<file path="config.mk">
export PLATFORM = sky130hd
export DESIGN_NAME = chess_turn_ctrl
export DESIGN_NICKNAME = d
export VERILOG_FILES = /design/src/rtl/chess_pkg.sv /design/src/rtl/chess_turn_ctrl_buzz_timer.sv /design/src/rtl/chess_turn_ctrl.sv
export SDC_FILE = /design/constraint.sdc
export NUM_CORES = 1
export LEC_CHECK = 0
export BUFFER_PORTS_ARGS = -buffer_cell sky130_fd_sc_hd__buf_2
export CAP_MARGIN = 25
export CORE_ASPECT_RATIO = 1.4
export CORE_MARGIN = 4
export CORE_UTILIZATION = 35
export CTS_BUF_LIST = sky130_fd_sc_hd__clkbuf_4
export DETAILED_ROUTE_END_ITERATION = 6
export HOLD_SLACK_MARGIN = 0.02
export SLEW_MARGIN = 10
export SYNTH_ARGS = -nofsm -noshare
export SYNTH_HDL_FRONTEND = slang
export SYNTH_HIERARCHICAL = 1
export SYNTH_SLANG_ARGS = --single-unit
</file>
<file path="constraint.sdc">
create_clock -name clk -period 1.95 [get_ports clk]
set_input_delay 0.195 -clock clk [delete_from_list [all_inputs] [get_ports clk]]
set_output_delay 0.195 -clock clk [all_outputs]
set_load 0.01 [all_outputs]
</file>
<file path="src/rtl/chess_pkg.sv">
// Shared definitions for the chess clock: FSM state encoding and the
// default widths of the minute/second counts coming out of countDown.
package chess_pkg;

  // Default widths, shared with the countDown blocks
  localparam int DEF_MIN_W = 6;
  localparam int DEF_SEG_W = 6;

  // Turn sequencer states; the numeric values are shown on the display
  typedef enum logic [2:0] {
    IDLE  = 3'd0,
    SETUP = 3'd1,
    RUN_A = 3'd2,
    RUN_B = 3'd3,
    PAUSE = 3'd4,
    FLAG  = 3'd5
  } turn_state_t;

endpackage

</file>
<file path="src/rtl/chess_turn_ctrl_buzz_timer.sv">
// Tick-counted one-shot: once started, active stays high for TICKS tick
// pulses and then drops. A tick arriving in the start cycle is not counted.
module buzz_timer #(
  parameter int TICKS = 3
) (
  input  logic clk,
  input  logic reset,
  input  logic clear,
  input  logic start,
  input  logic tick,
  output logic active
);

  localparam int CW = (TICKS > 1) ? $clog2(TICKS) : 1;
  localparam logic [CW-1:0] LAST = CW'(TICKS - 1);

  logic [CW-1:0] cnt;

  // Count ticks while active; clear wins over start, start re-arms the count
  always_ff @(posedge clk or negedge reset) begin
    if (!reset) begin
      active <= 1'b0;
      cnt    <= '0;
    end else if (clear) begin
      active <= 1'b0;
      cnt    <= '0;
    end else if (start) begin
      active <= 1'b1;
      cnt    <= '0;
    end else if (active && tick) begin
      if (cnt == LAST) begin
        active <= 1'b0;
        cnt    <= '0;
      end else begin
        cnt <= cnt + CW'(1);
      end
    end
  end

endmodule

</file>
<file path="src/rtl/chess_turn_ctrl.sv">
// Turn sequencer for the chess clock. Sits between the debounced button
// pulses and the two countDown blocks: routes setup minute increments,
// gates the 1 Hz decrement onto the player to move, swaps turns on move
// presses, counts moves and raises the flag/buzzer when a clock runs out.
module chess_turn_ctrl
  import chess_pkg::*;
#(
  parameter int MIN_W      = DEF_MIN_W,
  parameter int SEG_W      = DEF_SEG_W,
  parameter int MAX_MIN    = 59,
  parameter int MOVE_W     = 8,
  parameter int BUZZ_TICKS = 3
) (
  input  logic              clk,
  input  logic              reset,
  input  logic              tick_1hz,
  input  logic              btn_set,
  input  logic              btn_min_a,
  input  logic              btn_min_b,
  input  logic              btn_start,
  input  logic              btn_a,
  input  logic              btn_b,
  input  logic              btn_pause,
  input  logic              btn_clear,
  input  logic [MIN_W-1:0]  min_a,
  input  logic [SEG_W-1:0]  seg_a,
  input  logic [MIN_W-1:0]  min_b,
  input  logic [SEG_W-1:0]  seg_b,
  output logic              cnt_reset,
  output logic              cnt_set,
  output logic              cnt_min_a,
  output logic              cnt_min_b,
  output logic              cnt_en_a,
  output logic              cnt_en_b,
  output logic              turn,
  output logic              flag_a,
  output logic              flag_b,
  output logic              buzzer,
  output logic [MOVE_W-1:0] moves,
  output logic [2:0]        state
);

  localparam logic [MIN_W-1:0] MAX_MIN_V = MIN_W'(MAX_MIN);

  turn_state_t state_q;
  logic        zero_a;
  logic        zero_b;
  logic        fall_a;
  logic        fall_b;
  logic        buzz_start;

  assign zero_a = (min_a == '0) && (seg_a == '0);
  assign zero_b = (min_b == '0) && (seg_b == '0);

  // A flag falls only for the player whose clock is actually running
  assign fall_a = (state_q == RUN_A) && zero_a;
  assign fall_b = (state_q == RUN_B) && zero_b;

  // Buzzer arms on the same edge that enters FLAG; clear overrides it
  assign buzz_start = !btn_clear && (fall_a || fall_b);

  // Decrement enables are combinational so a tick in the same cycle as a
  // move press still charges the player who was moving
  assign cnt_en_a = tick_1hz && (state_q == RUN_A) && !zero_a;
  assign cnt_en_b = tick_1hz && (state_q == RUN_B) && !zero_b;

  assign state = state_q;

  // Main sequencer: clear > flag fall > pause > move press
  always_ff @(posedge clk or negedge reset) begin
    if (!reset) begin
      state_q   <= IDLE;
      cnt_reset <= 1'b1;
      cnt_set   <= 1'b0;
      cnt_min_a <= 1'b0;
      cnt_min_b <= 1'b0;
      turn      <= 1'b0;
      flag_a    <= 1'b0;
      flag_b    <= 1'b0;
      moves     <= '0;
    end else begin
      cnt_reset <= 1'b0;
      cnt_min_a <= 1'b0;
      cnt_min_b <= 1'b0;
      if (btn_clear) begin
        state_q   <= IDLE;
        cnt_reset <= 1'b1;
        cnt_set   <= 1'b0;
        turn      <= 1'b0;
        flag_a    <= 1'b0;
        flag_b    <= 1'b0;
        moves     <= '0;
      end else begin
        case (state_q)
          IDLE: begin
            if (btn_set) begin
              state_q <= SETUP;
              cnt_set <= 1'b1;
            end else if (btn_start && !zero_a && !zero_b) begin
              state_q <= RUN_A;
              turn    <= 1'b0;
            end
          end
          SETUP: begin
            if (btn_set) begin
              state_q <= IDLE;
              cnt_set <= 1'b0;
            end else begin
              cnt_min_a <= btn_min_a && (min_a != MAX_MIN_V);
              cnt_min_b <= btn_min_b && (min_b != MAX_MIN_V);
            end
          end
          RUN_A: begin
            if (fall_a) begin
              state_q <= FLAG;
              flag_a  <= 1'b1;
            end else if (btn_pause) begin
              state_q <= PAUSE;
            end else if (btn_a) begin
              state_q <= RUN_B;
              turn    <= 1'b1;
              if (moves != '1) moves <= moves + MOVE_W'(1);
            end
          end
          RUN_B: begin
            if (fall_b) begin
              state_q <= FLAG;
              flag_b  <= 1'b1;
            end else if (btn_pause) begin
              state_q <= PAUSE;
            end else if (btn_b) begin
              state_q <= RUN_A;
              turn    <= 1'b0;
              if (moves != '1) moves <= moves + MOVE_W'(1);
            end
          end
          PAUSE: begin
            if (btn_pause) state_q <= turn ? RUN_B : RUN_A;
          end
          FLAG: begin
            state_q <= FLAG;
          end
          default: begin
            state_q <= IDLE;
          end
        endcase
      end
    end
  end

  buzz_timer #(
    .TICKS(BUZZ_TICKS)
  ) u_buzz (
    .clk    (clk),
    .reset  (reset),
    .clear  (btn_clear),
    .start  (buzz_start),
    .tick   (tick_1hz),
    .active (buzzer)
  );

endmodule
</file>
==> flow_summary.ini, run 1 <==
[worst_setup_path]
arrival_ns = 2.02
worst_setup_path_end_kind = register
timing.critical_path.fanout_max = 7
start_kind = register
r2r_start = state[1]
setup.worst_path.class = reg2reg
crit_start = state[1]
reg2reg_slack_ns = 0.12
required_ns = 2.14

[timing]
slew_headroom = 0.581
worst_pin_slew_ns = 0.627
setup_violations = 0
finClkSkew_ns = 0.00453
final_max_slew_viol_count = 0
hold_violations = 0
rsz0062_at_grt = no
min_period_over_period = 0.937
fin_setup_tns_ns = 0
period_needed_ns = 1.83
fmax_ghz = 0.547

[power]
combPwrFrac = 0.376
power.density_nw_per_um2 = 647
leakage_uw = 0.000886
pwr-share-seq = 0.438
totalPowerFinal_uw = 1150
ir_worst_vdd_mv = 0.466
power_switching_uw = 409
sw_frac_of_total = 0.357
power_frac_clock = 0.185
p_int_uw = 736

[logic_synthesis]
synth_ff_type = dfrtp_1
synth-seq-area-share = 0.402
ys_warn_count = 6
ys_types = 42
syn_area_um2 = 1310
synth_seq_cells = 21
synth_nets = 186
synth_edf_count = 0
syn_avg_cell_area_um2 = 8.74
ys_async_sr_fraction = 1.00
synthCells = 150

[layout]
final_common_cell = buf_2
area_delta_synth_final_pct = 35.1
final_cell_mix = 55 x buf_2, 19 x dfrtp_1, 14 x buf_4
drive_gt1_frac = 0.373
fillers = 370
nNetsFinal = 254
antenna_cells = 0

[clock_network]
cts_setup_buffers = 0
path_clk_slew_ns = 0.12
cts_tree = done
cts-root-buf = clkbuf_4
clockBufferDepth = 2
cts_num_sinks = 21
htreeDepth = 1
clkLatencyLatePin_ns = 0.30
cts_made_buffers = 3

[worst_hold_path]
min_path_type = in2reg
hold_path.startpoint = btn_min_a

[placed_design]
dp_hpwl_mm = 3.17
portBuffers = 55
gp_congestion = 0.858

[detailed_routing]
drtAntennaViolNets = 0
drt_iter0_markers = 36
totalWireLength_mm = 4.00
drt_first_pass_iters = 4
route.detailed.wl_per_inst_um = 15.4
vias = 1456
avgViaCountPerCell = 5.62
drc = 0

[flow_run]
maxCapViolCount = 0

[floorplan]
start_util = 0.360
fp.dieW_um = 59.7
core_area_um2 = 3640
placementRows = 26
ios = 56
dieArea_um2 = 4800
die_y_um = 80.4

[run_status]
status = completed

[global_route]
grt_usage = 0.171
grt_max_degree = 22
grt_pass1_vias = 1494
grt_first_pass_wirelength_mm = 6.64
antenna_found_initial = 0
grt-ovfl-total = 0
[cell type report]
cell class	instances	area [um2]	area share
clock inverters	1	5.00	0.00282
repair buffers	70	390	0.220
flip-flops and latches	21	528	0.298
clock buffers	3	22.5	0.0127
well taps	42	52.6	0.0297
inverters	7	26.3	0.0148
multi-input cells	115	747	0.422
[critical path: stages, from the launching register on]
cell	delay, ns
dfrtp_2	0.46
buf_4	0.17
nor2b_1	0.14
o21ai_0	0.10
and4_1	0.24
o31ai_2	0.27
mux2_1	0.34
[metal layers]
| metal | routed length [um] | GRT usage | up-vias |
|---|---|---|---|
| li1 | - | - | 716 |
| met5 | 0 | 0 | - |
| met4 | 25 | 0.0421 | 0 |
| met2 | 2140 | 0.308 | 41 |
| met3 | 200 | 0.0209 | 4 |
| met1 | 1640 | 0.209 | 695 |
[stage by stage]
| step | hold WS (ns) | utilization | instances | cell area (um2) | worst slack, ns |
|---|---|---|---|---|---|
| 2_1_floorplan | -0.101 | - | 150 | 1310 | 0.143 |
| 3_3_place_gp | 0.179 | 0.470 | 254 | 1710 | 0.0298 |
| 3_5_place_dp | 0.186 | 0.470 | 254 | 1710 | 0.00124 |
| 5_1_grt | 0.134 | 0.486 | 259 | 1770 | 0.00191 |
| 6_report | 0.128 | 0.486 | 259 | 1770 | 0.123 |
| 4_1_cts | 0.120 | 0.480 | 259 | 1750 | 0.0790 |
[Yosys cell counts (2+ instances only)]
cell type	number	area, um2
nand3_1	7	35.0
nand4_1	2	12.5
a21boi_0	2	15.0
o311ai_0	2	17.5
o31ai_1	4	30.0
o21ai_0	11	55.1
o41ai_1	3	26.3
nor2_1	13	48.8
a31oi_1	3	18.8
nor2b_1	2	12.5
buf_2	4	20.0
and3_1	7	43.8
nand2b_1	2	12.5
dfrtp_1	20	500
a21oi_1	10	50.1
nand4b_1	2	17.5
inv_1	7	26.3
o22ai_1	2	12.5
or4_1	4	30.0
nand2_1	7	26.3
clkbuf_1	3	11.3
o21a_1	3	22.5
nor4_1	7	43.8
nor3_1	4	20.0
mux2i_1	2	20.0
[power by group through the flow]
| stage | combinational (uW) | clock, uW | sequential (uW) |
|---|---|---|---|
| finish | 431 | 213 | 502 |
| global route | 483 | 239 | 506 |
| CTS | 423 | 223 | 499 |
| detailed placement | 420 | 0 | 508 |
| global placement | 422 | 0 | 505 |
| floorplan | 224 | 0 | 512 |
[sequential cells by signal, indices dropped and copies added, names as in the netlist]
signal	flops
u_buzz/active	1
moves	8
cnt_reset	1
state	3
cnt_min_a	1
turn	1
cnt_set	1
u_buzz/cnt	2
flag_b	1
flag_a	1
cnt_min_b	1
[what timing repair did]
action                                 4_1_cts  5_1_grt
endpoints found under the hold margin       20        0
setup endpoints to repair                    0        7
hold buffers                                 1        0
gates resized for setup                      0        4
[path summary, 6_finish.rpt]
| kind | endpoint | depth (start not counted) |
|---|---|---|
| worst min register to register | flag_b | 2 |
| worst min-delay path | cnt_min_a | 3 |
| min in group asynchronous | cnt_min_b | 2 |
| worst max register to register | state[1] | 6 |
| worst max-delay path | state[1] | 6 |
| max in group asynchronous | state[1] | 2 |
[cells by family (layout without fill, tap and decap cells)]
group,Yosys count,count (layout),synth area share
flip-flops,21,21,0.402
multiplexers,4,4,0.0324
AND/OR/NAND/NOR,65,65,0.287
adder cells (fa/ha/maj),1,1,0.00954
buffers and inverters,14,81,0.0439
AO/OA/AOI/OAI,45,45,0.225
(Power assumes the default switching activity.)
==> inputs of run 2 (changes only) <==
Settings changed: PLACE_DENSITY set to 0.62.
==> flow_summary.ini, run 2 (synthesis gave the netlist of run 1 again) <==
[clock_network]
cts_setup_buffers = 0
path_clk_slew_ns = 0.11
cts_num_sinks = 21
clockBufferDepth = 2
cts_tree = done
clkLatencyLatePin_ns = 0.30
cts-root-buf = clkbuf_4
cts_made_buffers = 3
htreeDepth = 1

[timing]
fin_setup_tns_ns = 0
worst_pin_slew_ns = 0.628
setup_violations = 0
hold_violations = 0
slew_headroom = 0.580
min_period_over_period = 0.984
fmax_ghz = 0.521
final_max_slew_viol_count = 0
rsz0062_at_grt = no
timing.final.ws_setup_ns = 0.0303
finClkSkew_ns = 0.00170
period_needed_ns = 1.92

[worst_setup_path]
cp_num_buf_inv = 1
max_stage_delay_ns = 0.40
worst_setup_path_end_kind = register
arrival_ns = 2.11
r2r.worst_path.cells = 6
start_kind = register
worst_path_max_delay_cell = dfrtp_1
timing.critical_path.fanout_max = 11
crit_family = simple AND/OR/NAND/NOR gates
setup.worst_path.class = reg2reg
path_cells = buf_4 > nor3b_1 > o21ai_0 > and4_1 > o31ai_1 > mux2_1
reg2reg_slack_ns = 0.03
cp_num_cells = 6
required_ns = 2.14

[layout]
fillers = 379
regMostFlops = moves
antenna_cells = 0
seq_area_um2 = 527
area_delta_synth_final_pct = 34.0
postLayoutCoreUtil = 0.482
final_cell_mix = 55 x buf_2, 20 x dfrtp_1, 13 x nor2_1, 13 x buf_4, 11 x o21ai_0
final_common_cell = buf_2
nNetsFinal = 253
layout.cells.non_filler = 258
multi_input_area_um2 = 738
drive_gt1_frac = 0.361
largest_register_ffs = 8

[floorplan]
ios = 56
fp.dieW_um = 59.7
start_util = 0.360
die_y_um = 80.4
core_area_um2 = 3640
dieArea_um2 = 4800
placementRows = 26

[detailed_routing]
route.detailed.wl_per_inst_um = 14.3
avgViaCountPerCell = 5.61
drc = 0
drt_iter0_markers = 66
totalWireLength_mm = 3.69
drtAntennaViolNets = 0
vias = 1448
drt_first_pass_iters = 4

[power]
sw_frac_of_total = 0.346
p_int_uw = 751
power_frac_clock = 0.194
leakage_uw = 0.000879
ir_worst_vdd_mv = 0.406
power_switching_uw = 397
pwr-share-seq = 0.431
totalPowerFinal_uw = 1150
combPwrFrac = 0.376
power.density_nw_per_um2 = 653

[placed_design]
gp_congestion = 0.907
portBuffers = 55
place_ws_ns = 0.0287
dp_hpwl_mm = 2.89
place_inst = 253

[global_route]
grt_first_pass_wirelength_mm = 5.82
grt_max_degree = 22
grt_pass1_vias = 1337
antenna_found_initial = 0
grt-ovfl-total = 0
grt_usage = 0.151

[run_status]
status = completed

[worst_hold_path]
min_path_type = in2reg
holdPathStages = 3

[flow_run]
maxCapViolCount = 0
[run 2: final cells by class]
type	instances	area share
multi-input combinational	115	0.420
clock buffer	4	0.0171
sequential	21	0.300
timing repair buffer	69	0.218
tap	42	0.0299
inverter	7	0.0150
[run 2: worst paths after layout]
kind / end / startpoint
max in group asynchronous: cnt_reset / reset
hold / removal: cnt_min_b / btn_min_b
hold reg to reg: flag_b / flag_b
setup reg to reg: state[1] / state[2]
min in group asynchronous: u_buzz/cnt[0] / reset
setup / recovery: state[1] / state[2]
[run 2: what timing repair did]
action / 4_1_cts / 5_1_grt
hold endpoints to repair: 20 / 0
resized for setup: 0 / 2
hold buffers: 1 / 0
setup endpoints to repair: 0 / 7
[run 2: power groups by stage]
stage	registers (uW)	clock network, uW	logic (uW)
3_3_place_gp	501	0	424
3_5_place_dp	503	0	419
5_1_grt	500	250	477
2_1_floorplan	512	0	224
6_report	494	222	431
4_1_cts	494	232	424
[run 2: metrics by stage]
stage	hold slack [ns]	instance area, um2
global placement	0.185	1710
CTS	0.113	1750
finish	0.119	1760
floorplan	-0.101	1310
global route	0.116	1760
detailed placement	0.191	1710
[run 2: per-layer routing]
layer | track usage | vias to the layer above | part of all wire
li1 | - | 715 | -
met1 | 0.194 | 675 | 0.42
met2 | 0.256 | 54 | 0.50
met3 | 0.0177 | 4 | 0.062
met4 | 0.0510 | 0 | 0.011
met5 | 0 | - | 0
[run 2: worst reg2reg max path, stage by stage (launching register included)]
cell     delay, ns
dfrtp_1       0.40
buf_4         0.17
nor3b_1       0.25
o21ai_0       0.15
and4_1        0.23
o31ai_1       0.27
mux2_1        0.34
==> inputs of run 3 (changes only) <==
Settings changed: ABC_AREA set to 1, PLACE_DENSITY 0.62 to 0.6.
==> flow_summary.ini, run 3 <==
[timing]
fmax_ghz = 0.592
setup_violations = 0
final_max_slew_viol_count = 0
period_needed_ns = 1.69
finClkSkew_ns = 0.00648
rsz0062_at_grt = no
worst_pin_slew_ns = 0.471
fin_setup_tns_ns = 0
whs_ns = 0.0836
slew_headroom = 0.686
hold_violations = 0
min_period_over_period = 0.866

[worst_setup_path]
required_ns = 1.75
timing.critical_path.fanout_max = 6
max_stage_delay_ns = 0.47
cp_num_cells = 4
arrival_ns = 1.49
path_cells = nor2_4 > nand2_4 > nor3_1 > buf_2
crit_family = simple AND/OR/NAND/NOR gates
cp_num_buf_inv = 1
worst_setup_path_end_kind = primary output
r2r.worst_path.cells = 8
start_kind = register
worst_path_max_delay_cell = dfrtp_1
setup.worst_path.class = reg2out

[global_route]
grt-ovfl-total = 0
grt_util_met2 = 0.278
use_met3 = 0.0225
antenna_found_initial = 0
grt_max_degree = 22
top_usage_layer = met2
met1_usage = 0.152
grt_usage = 0.146
grt_pass1_vias = 1596
grt_first_pass_wirelength_mm = 6.42

[floorplan]
ios = 56
core_area_um2 = 4020
start_util = 0.368
placementRows = 27
fp.dieW_um = 62.9
dieArea_um2 = 5340
die_y_um = 84.9

[detailed_routing]
drt_iter0_markers = 43
drc = 0
avgViaCountPerCell = 4.87
vias = 1545
route.detailed.wl_per_inst_um = 11.5
drtAntennaViolNets = 0
totalWireLength_mm = 3.65
drt_first_pass_iters = 4

[clock_network]
clockBufferDepth = 2
clkLatencyLatePin_ns = 0.30
cts_made_buffers = 3
path_clk_slew_ns = 0.11
cts_num_sinks = 21
cts_setup_buffers = 0
cts_tree = done
ctsResizeCount = 0
holdBufCountCts = 1
htreeDepth = 1
cts-root-buf = clkbuf_4

[worst_hold_path]
min_path_type = in2reg
holdPathStages = 2

[logic_synthesis]
synth_edf_count = 0
netlist_top_cells_area = dfrtp_1 34%, nand2_1 15%, nor2_1 7.6%
synth-seq-area-share = 0.356
synth_top_area_cell = dfrtp_1
synth_top_area_share = 0.339
synth_ff_type = dfrtp_1
ys_async_sr_fraction = 1.00
ys_warn_count = 6
syn_avg_cell_area_um2 = 6.90
synth_seq_cells = 21
post-synth-top-count-cell = nand2_1
ys_top_cells_by_count = 58 x nand2_1, 30 x nor2_1, 22 x inv_1
synthCells = 214
synth_nets = 250
ys_types = 34
syn_area_um2 = 1480

[power]
power.density_nw_per_um2 = 848
ir_worst_vdd_mv = 0.394
leakage_uw = 0.00106

[placed_design]
portBuffers = 55
dp_hpwl_mm = 3.08
gp_congestion = 0.814

[layout]
final_common_cell = nand2_1
fillers = 415
antenna_cells = 0
area_delta_synth_final_pct = 25.1
regMostFlops = moves
nNetsFinal = 311
final_cell_mix = 58 x nand2_1, 55 x buf_2, 30 x nor2_1
largest_register_ffs = 8
drive_gt1_frac = 0.325

[flow_run]
maxCapViolCount = 0

[run_status]
status = completed
[run 3: cell count changes after synthesis, sizes merged, moves of 3 or more]
cell,change
nand3,+12
nor2,+27
nand2,+58
o31ai,-3
o41ai,-3
nor4,-7
or4,-4
a21oi,-5
and3,-7
inv,+20
[run 3: layout make-up]
type,count,area [um2],share of cell area
sequential,21,527,0.285
tap,43,53.8,0.0291
clock buffer,4,30.0,0.0162
multi-input combinational,163,830,0.449
timing repair buffer,59,308,0.166
inverter,27,101,0.0548
[run 3: path summary, 6_finish.rpt]
| kind | to | slack (ns) | from |
|---|---|---|---|
| min reg2reg | flag_a | 0.50 | flag_a |
| max reg2reg | state[1] | 0.34 | state[2] |
| max | cnt_en_a | 0.26 | state[2] |
| min in group asynchronous | moves[0] | 0.37 | reset |
| max in group asynchronous | cnt_reset | 1.24 | reset |
| min | cnt_min_b | 0.08 | min_b[3] |
[run 3: power by group]
group | internal [uW] | switching (uW) | total, uW
sequential | 509 | 78.9 | 588
combinational | 283 | 471 | 755
clock | 93.6 | 131 | 225
[run 3: metrics by stage]
step | std cells | util | worst slack, ns | area [um2] | power, uW
finish | 317 | 0.460 | 0.260 | 1850 | 1570
global route | 317 | 0.460 | 0.144 | 1850 | 1720
CTS | 317 | 0.460 | 0.226 | 1850 | 1600
detailed placement | 312 | 0.450 | 0.341 | 1810 | 1360
global placement | 312 | 0.450 | 0.336 | 1810 | 1370
floorplan | 214 | - | 0.475 | 1480 | 1120
[run 3: routing by layer]
layer  part of all wire  wire length, um
met4              0.018               65
met2               0.53             1950
met3              0.058              213
met5                  0                0
met1               0.39             1420
[run 3: kinds of logic (layout without fill, tap and decap cells)]
group / Yosys count / after routing / share of synthesized area
buffers and inverters: 30 / 90 / 0.0821
adder cells (fa/ha/maj): 1 / 1 / 0.00847
AO/OA/AOI/OAI: 21 / 21 / 0.101
XOR/XNOR: 3 / 3 / 0.0178
AND/OR/NAND/NOR: 138 / 138 / 0.434
flip-flops: 21 / 21 / 0.356
